<file path="src/rtl/lsu_pkg.sv">
// Load/store unit shared types: funct3 codes, FSM states,
// access-size mask and funct3 legality helpers.
package lsu_pkg;

  localparam logic [2:0] F3_B  = 3'b000;
  localparam logic [2:0] F3_H  = 3'b001;
  localparam logic [2:0] F3_W  = 3'b010;
  localparam logic [2:0] F3_BU = 3'b100;
  localparam logic [2:0] F3_HU = 3'b101;

  typedef enum logic [1:0] {
    S_IDLE,
    S_ACC0,
    S_ACC1,
    S_RESP
  } lsu_state_e;

  function automatic logic [3:0] size_mask(
    input logic [2:0] f3
  );
    logic [3:0] m;
    case (f3[1:0])
      2'b00:   m = 4'b0001;
      2'b01:   m = 4'b0011;
      default: m = 4'b1111;
    endcase
    return m;
  endfunction

  function automatic logic f3_legal(
    input logic       st,
    input logic [2:0] f3
  );
    logic ok;
    case (f3)
      F3_B, F3_H, F3_W: ok = 1'b1;
      F3_BU, F3_HU:     ok = ~st;
      default:          ok = 1'b0;
    endcase
    return ok;
  endfunction

endpackage

</file>
<file path="src/rtl/load_store_unit_align.sv">
// Lane steering for both bus phases: byte enables, store data
// shifting, and load merge with sign/zero extension.
module load_store_unit_align
  import lsu_pkg::*;
(
  input  logic [2:0]  funct3_i,
  input  logic [1:0]  off_i,
  input  logic [31:0] wdata_i,
  input  logic [31:0] rlo_i,
  input  logic [31:0] rhi_i,
  output logic [3:0]  be_lo_o,
  output logic [3:0]  be_hi_o,
  output logic [31:0] wd_lo_o,
  output logic [31:0] wd_hi_o,
  output logic        split_o,
  output logic [31:0] ldata_o
);

  logic [7:0]  be8;
  logic [63:0] wd64;
  logic [31:0] rd;
  logic [5:0]  sh;

  assign sh = {1'b0, off_i, 3'b000};

  always_comb begin
    be8  = {4'b0000, size_mask(funct3_i)} << off_i;
    wd64 = {32'b0, wdata_i} << sh;
    rd   = 32'({rhi_i, rlo_i} >> sh);
  end

  assign be_lo_o = be8[3:0];
  assign be_hi_o = be8[7:4];
  assign wd_lo_o = wd64[31:0];
  assign wd_hi_o = wd64[63:32];
  assign split_o = |be8[7:4];

  always_comb begin
    ldata_o = rd;
    case (funct3_i)
      F3_B:  ldata_o = {{24{rd[7]}}, rd[7:0]};
      F3_H:  ldata_o = {{16{rd[15]}}, rd[15:0]};
      F3_BU: ldata_o = {24'b0, rd[7:0]};
      F3_HU: ldata_o = {16'b0, rd[15:0]};
      default: ;
    endcase
  end

endmodule

</file>
<file path="src/rtl/load_store_unit.sv">
// Multi-cycle load/store unit: request latch, two-phase bus FSM
// for misaligned accesses, per-transfer timeout, registered result.
module load_store_unit
  import lsu_pkg::*;
#(
  parameter int unsigned TIMEOUT_CYCLES = 16
) (
  input  logic        clk,
  input  logic        reset,
  input  logic        req_valid,
  input  logic        is_store,
  input  logic [2:0]  funct3,
  input  logic [31:0] addr,
  input  logic [31:0] wdata,
  output logic        stall,
  output logic        done,
  output logic        err,
  output logic [31:0] load_data,
  output logic        mem_req,
  output logic        mem_we,
  output logic [31:0] mem_addr,
  output logic [3:0]  mem_be,
  output logic [31:0] mem_wdata,
  input  logic        mem_ready,
  input  logic [31:0] mem_rdata
);

  localparam int CW = $clog2(TIMEOUT_CYCLES) + 1;

  lsu_state_e  state_q, state_d;
  logic        st_q, st_d;
  logic [2:0]  f3_q, f3_d;
  logic [31:0] addr_q, addr_d;
  logic [31:0] wd_q, wd_d;
  logic [31:0] rd0_q, rd0_d;
  logic        err_q, err_d;
  logic [31:0] ld_q, ld_d;
  logic [CW-1:0] cnt_q, cnt_d;

  logic [3:0]  be_lo, be_hi;
  logic [31:0] wd_lo, wd_hi;
  logic [31:0] merged;
  logic        split;
  logic [31:0] wa0, wa1;
  logic        tmo;

  // Unsplit loads merge straight from the live bus word.
  load_store_unit_align u_align (
    .funct3_i (f3_q),
    .off_i    (addr_q[1:0]),
    .wdata_i  (wd_q),
    .rlo_i    (state_q == S_ACC0 ? mem_rdata : rd0_q),
    .rhi_i    (mem_rdata),
    .be_lo_o  (be_lo),
    .be_hi_o  (be_hi),
    .wd_lo_o  (wd_lo),
    .wd_hi_o  (wd_hi),
    .split_o  (split),
    .ldata_o  (merged)
  );

  assign wa0 = {addr_q[31:2], 2'b00};
  assign wa1 = wa0 + 32'd4;
  assign tmo = (cnt_q == CW'(TIMEOUT_CYCLES - 1));
  assign load_data = ld_q;

  always_comb begin
    state_d   = state_q;
    st_d      = st_q;
    f3_d      = f3_q;
    addr_d    = addr_q;
    wd_d      = wd_q;
    rd0_d     = rd0_q;
    err_d     = err_q;
    ld_d      = ld_q;
    cnt_d     = cnt_q;
    stall     = 1'b0;
    done      = 1'b0;
    err       = 1'b0;
    mem_req   = 1'b0;
    mem_we    = 1'b0;
    mem_addr  = '0;
    mem_be    = '0;
    mem_wdata = '0;
    unique case (state_q)
      S_IDLE: begin
        stall = req_valid;
        if (req_valid) begin
          st_d   = is_store;
          f3_d   = funct3;
          addr_d = addr;
          wd_d   = wdata;
          cnt_d  = '0;
          if (f3_legal(is_store, funct3)) begin
            err_d   = 1'b0;
            state_d = S_ACC0;
          end else begin
            err_d   = 1'b1;
            ld_d    = '0;
            state_d = S_RESP;
          end
        end
      end
      S_ACC0: begin
        stall     = 1'b1;
        mem_req   = 1'b1;
        mem_we    = st_q;
        mem_addr  = wa0;
        mem_be    = be_lo;
        mem_wdata = wd_lo;
        if (mem_ready) begin
          rd0_d = mem_rdata;
          if (split) begin
            cnt_d   = '0;
            state_d = S_ACC1;
          end else begin
            ld_d    = st_q ? '0 : merged;
            state_d = S_RESP;
          end
        end else if (tmo) begin
          err_d   = 1'b1;
          ld_d    = '0;
          state_d = S_RESP;
        end else begin
          cnt_d = cnt_q + 1'b1;
        end
      end
      S_ACC1: begin
        stall     = 1'b1;
        mem_req   = 1'b1;
        mem_we    = st_q;
        mem_addr  = wa1;
        mem_be    = be_hi;
        mem_wdata = wd_hi;
        if (mem_ready) begin
          ld_d    = st_q ? '0 : merged;
          state_d = S_RESP;
        end else if (tmo) begin
          err_d   = 1'b1;
          ld_d    = '0;
          state_d = S_RESP;
        end else begin
          cnt_d = cnt_q + 1'b1;
        end
      end
      S_RESP: begin
        done    = 1'b1;
        err     = err_q;
        state_d = S_IDLE;
      end
      default: state_d = S_IDLE;
    endcase
  end

  always_ff @(posedge clk or negedge reset) begin
    if (!reset) begin
      state_q <= S_IDLE;
      st_q    <= 1'b0;
      f3_q    <= '0;
      addr_q  <= '0;
      wd_q    <= '0;
      rd0_q   <= '0;
      err_q   <= 1'b0;
      ld_q    <= '0;
      cnt_q   <= '0;
    end else begin
      state_q <= state_d;
      st_q    <= st_d;
      f3_q    <= f3_d;
      addr_q  <= addr_d;
      wd_q    <= wd_d;
      rd0_q   <= rd0_d;
      err_q   <= err_d;
      ld_q    <= ld_d;
      cnt_q   <= cnt_d;
    end
  end

endmodule

</file>
<file path="config.mk">
export PLATFORM = sky130hd
export DESIGN_NAME = load_store_unit
export DESIGN_NICKNAME = d
export VERILOG_FILES = /design/src/rtl/lsu_pkg.sv /design/src/rtl/load_store_unit_align.sv /design/src/rtl/load_store_unit.sv
export SDC_FILE = /design/constraint.sdc
export NUM_CORES = 1
export LEC_CHECK = 0
export ABC_AREA = 1
export CAP_MARGIN = 20
export CORE_MARGIN = 3
export CORE_UTILIZATION = 51
export DETAILED_ROUTE_END_ITERATION = 12
export PLACE_DENSITY = 0.81
export REMOVE_ABC_BUFFERS = 1
export SLEW_MARGIN = 10
export SYNTH_ARGS = -nofsm -noshare
export SYNTH_HDL_FRONTEND = slang
export SYNTH_SLANG_ARGS = --single-unit
</file>
<file path="constraint.sdc">
create_clock -name clk -period 3.4 [get_ports clk]
set_clock_uncertainty 0.2 [all_clocks]
set_input_delay 1.02 -clock clk [delete_from_list [all_inputs] [get_ports clk]]
set_output_delay 1.02 -clock clk [all_outputs]
set_load 0.005 [all_outputs]
</file>
; Yosys cells after proc, flatten, opt, wreduce, memory -nomap -nowiden
; Cells that the tools add are included.
[totals]
reg_bits = 140
latch_bits = 0
ram_bits = 0
romBits = 0
inputBits = 104
output_inout_bits = 105
elab_cells = 89
memories = 0
[classes]
n_addsub = 2
n_mul = 0
n_div = 0
magnitude_cmp = 0
eq_ne = 19
shift = 3
muxes = 40
bitwise = 1
n_reduce_logical = 15
[ops]
columns = operator, count
row1 = two-way mux 32 bit, 8
row2 = case mux 32 bit (2 select lines), 2
row3 = case mux 32 bit (4 select lines), 1
row4 = case mux 32 bit (3 select lines), 1
row5 = << shifter 32 x 5 -> 64 bit, 1
row6 = right shift 64 x 5 -> 32 bit, 1
row7 = "adder 32 x 3 -> 32 bit, second input constant", 1
row8 = two-way mux 5 bit, 5
row9 = case mux 4 bit (2 select lines), 2
row10 = case mux 5 bit (3 select lines), 1
row11 = "equality test 3 bit, second input constant", 4
row12 = AND reduction 4 bit, 3
row13 = two-way mux 1 bit, 11
row14 = two-way mux 2 bit, 5
row15 = "inequality test 2 bit, second input constant", 4
row16 = case mux 2 bit (4 select lines), 1
row17 = << shifter 4 x 2 -> 8 bit, 1
row18 = "equality test 3 x 1 -> 1 bit, second input constant", 2
row19 = zero test 3 bit, 2
row20 = "inequality test 3 bit, second input constant", 2
row21 = case mux 1 bit (2 select lines), 3
row22 = "adder 5 x 1 -> 5 bit, second input constant", 1
row23 = "equality test 5 x 4 -> 1 bit, second input constant", 1
row24 = "equality test 2 x 1 -> 1 bit, second input constant", 2
row25 = 11 further kinds, 15

; Longest topological paths before layout
[logic_depth]
ltp_word = 8
depth_mapped = 14
ltp_nobuf = 13

; Hierarchy
; A second synthesis with hierarchy kept.
[unflattened]
hier_cells = 1466
area_unflattened_um2 = 9987.1
[by_module_without_submodules]
columns = module, instances, cells_each, area_each_um2, seq_area_each_um2
row1 = load_store_unit, 1, 990, 7835.0, 3503.4
row2 = load_store_unit_align, 1, 476, 2152.1, 0.0

; Worst setup path after synthesis
; Ideal clock, no wire load.
[synth_path]
path_kind = input to output
startpoint = input port req_valid
endpoint = output port stall
arrival_time_ps = 1855
path_slack_ps = 325
path_stages = 4
n_path_buf = 2
cell_sequence = nand2_1 > clkbuf_1 > buf_1 > a21oi_1
[synth_between]
elab_chain_len = 1
[synth_lines]
columns = item, line
row1 = "start, declared", load_store_unit.sv:10  ; input logic req_valid,
row2 = case mux 1 bit (2 select lines), load_store_unit.sv:85  ; unique case (state_q)
row3 = "end, declared", load_store_unit.sv:15  ; output logic stall,
; Every way passes these cells.

; Worst setup path after layout
[layout_path]
startpoint = register state_q[0]
endpoint = output port mem_addr[24]
[layout_between]
elab_chain_len = 2
elab_cells_between_ends = 3
cone_classes = eq/ne (2) / mux (1)
[layout_lines]
columns = item, line
row1 = "start, declared", load_store_unit.sv:30  ; lsu_state_e state_q, state_d;
row2 = "start signal, assigned", load_store_unit.sv:167  ; state_q <= state_d;
row3 = equality test 2 bit or equality test 2 x 1 -> 1 bit (tied branches), load_store_unit.sv:85
row4 = case mux 32 bit (2 select lines) *, load_store_unit.sv:85
row5 = "end, declared", load_store_unit.sv:21  ; output logic [31:0] mem_addr,
; Mark *: on every way between the ends. The rest lies on a longest branch, timed or not.

==> results.ini <==
[placement]
detailed_place_hpwl_mm=20.88
port_buffers=206
gp_congestion=0.9646

[timing]
finalHoldViolCount=0
final-max-slew-violation-count=0
rsz0062_at_grt=yes
worst_pin_slew_ns=0.6169
slew_headroom=0.5887
finalSetupTns_ns=-0.05196
fmax_mhz=289.7
fin_crit_ns=3.452
setup_violations=1
finalCritPeriodShare=1.015
fin_ws_ns=-0.05196

[floorplanning]
die_y_um=139.8
io_pins=209
rows=48
die_w_um=139.8
die_area_mm2=0.01956
coreArea_mm2=0.01742
initial_core_util=0.5246

[route]
viasPerCell=5.727
drt_wl_total_mm=31.87
avgRoutedWirePerCell_um=17.19
drc_errors=0
vias=10620
firstDrtPassIters=6
drtIter0Drc=1097
antenna_left=0

[power_and_ir_drop]
p_leak_nw=6.549
power_density_mw_per_mm2=1007
pwr-share-seq=0.238
swShare=0.4572
p_sw_mw=5.948
clock_power_share=0.155
power_frac_comb=0.606
p_int_mw=7.062
vdd_drop_max_uv=635.6

[clock_network]
cts_buffer_depth=2
clkSinkCount=140
cts-htree-levels=4
clk_pin_slew_ns=0.06
clock-root-buffer=clkbuf_16
numCtsBuffers=17
insertion_delay_ns=0.43
cts_tree=yes

[run_status]
failed_checks=setup timing
outcome=complete, but fails checks

[worst_setup_path]
crit_arrival_ns=2.23
r2r_slack_ns=0.59
r2r-end=load_data[25]
crit_path_start_kind=register
critPathMaxFanout=16
worstPathRequired_ns=2.18
r2r_start=state_q[0]
critPathKind=reg -> out
end_kind=output pin
reg2reg_depth=12

[synth]
yosys_warnings=0
post-synth-top-count-cell=nand2_1
synth_seq_cells=140
mappedNetlistArea_mm2=0.009136
ys_top_cells_by_area=dfrtp_1 (38%), nand2_1 (21%), nand3_1 (6.5%), o21ai_0 (5.6%), nor2_1 (5.6%)
synthArstFlopShare=1.000
ys_seq_area_frac=0.3835
ys.flop_type=dfrtp_1
synth_top_area_share=0.3835
syn_avg_cell_area_um2=6.620
synth_cell_types=39
ys_top_cells_by_count=nand2_1 (499), dfrtp_1 (140), nor2_1 (136)
yosysTopAreaCell=dfrtp_1
synth_edf_count=0
netlist_instances=1380

[grt]
grt_pass1_vias=9900
grt_overflow=0
grt_max_degree=60
grt_pass1_wl_mm=50.25
grt_use_total=0.3161
antenna_found_initial=0

[worst_hold_path]
min-delay-start=load_data[24]
holdPathStages=2
min_to=load_data[24]
hold_path_class=reg -> reg

[run]
cap_violations=0

[finish]
syn2layout_area_growth_pct=41.39
utilization=0.7417
drive_gt1_frac=0.1529
nets=1728
num_antenna_cells=0

-- state kept, by name, summed over array words and instances (netlist names) --
register / count
st_q: 1
addr_q: 32
load_data: 32
err_q: 1
wd_q: 32
cnt_q: 5
f3_q: 3
state_q: 2
rd0_q: 32
-- worst max-delay path, stage by stage, from the launching register on --
cell and delay (ns):
dfrtp_1 0.37, buf_4 0.14, ha_4 0.19, buf_4 0.17, buf_12 0.17, nand2_1 0.09, a21oi_2 0.16, clkdlybuf4s50_1 0.52
-- layout make-up --
class	instances	area, um2
clock buffer	25	495.5
clock inverter	6	132.6
fill	1374	4499
inverter	110	430.4
multi-input combinational	1056	5215
sequential	140	3518
tap	225	281.5
timing repair buffer	292	2844
-- routing by layer --
metal	GRT usage	share of wire
met3	0.07595	0.097
met5	0	0
met2	0.5292	0.48
met1	0.4008	0.39
met4	0.1117	0.033
-- logic make-up after synthesis --
family                   count (synthesis)  share of synthesized area
multiplexers                            30                    0.03698
adder cells (fa/ha/maj)                  7                   0.009586
AND/OR/NAND/NOR                        772                     0.3387
buffers and inverters                  186                    0.08559
AO/OA/AOI/OAI                          242                     0.1434
other                                    1                  0.0004105
XOR/XNOR                                 2                   0.001918
flip-flops                             140                     0.3835
-- how the worst max path moves through the flow --
stage / end / from / slack, ns / cells after the start
after floorplan: mem_wdata[1] / addr_q[0] / -0.99 / 4
after global placement: stall / req_valid / -0.07 / 4
after detailed placement: stall / req_valid / -0.11 / 4
after CTS: mem_addr[23] / addr_q[12] / -0.15 / 9
after global routing: mem_addr[21] / addr_q[2] / -0.18 / 11
final: mem_addr[24] / state_q[0] / -0.05 / 7
-- per-stage QoR --
step	total power [mW]	area [um2]	worst slack, ns	hold slack (ns)	std cells
finish	13.01	12920	-0.05196	0.2775	1854
global route	13.91	12920	-0.1782	0.2913	1854
CTS	12.55	12630	-0.1496	0.2805	1838
detailed placement	10.14	11550	-0.1136	0.2649	1782
global placement	9.983	11550	-0.06732	0.2620	1782
floorplan	6.862	8771	-0.9913	0.2492	1305
-- power by group through the flow --
| stage | Combinational [mW] | Clock, mW | Sequential (mW) |
|---|---|---|---|
| detailed placement | 7.07 | 0 | 3.07 |
| finish | 7.89 | 2.02 | 3.10 |
| floorplan | 3.80 | 0 | 3.06 |
| global placement | 6.94 | 0 | 3.05 |
| CTS | 7.47 | 2.03 | 3.05 |
| global route | 8.61 | 2.11 | 3.19 |
-- cell usage in the layout, fill, tap and decap left out, types with 21 or more instances in the layout --
master           netlist  layout
dlygate4sd2_1          0      51
o21ai_0              102      90
nand2_2                2      21
inv_1                105      99
nand3_1              119     117
clkdlybuf4s50_1        0     139
nand2_1              499     479
nor2_1               136     107
dfrtp_1              140     128
a21oi_1               88      84
buf_4                 10      63
mux2_2                30      30
o21ai_1               10      21
-- repair_timing --
item,in CTS,in global routing
setup buffers,22,16
gates resized for setup,156,63
cloned,3,0
endpoints found under the setup margin,67,32
pin swaps,12,7
hold buffers,0,0
Note: power is estimated with default switching activity, not from simulation.
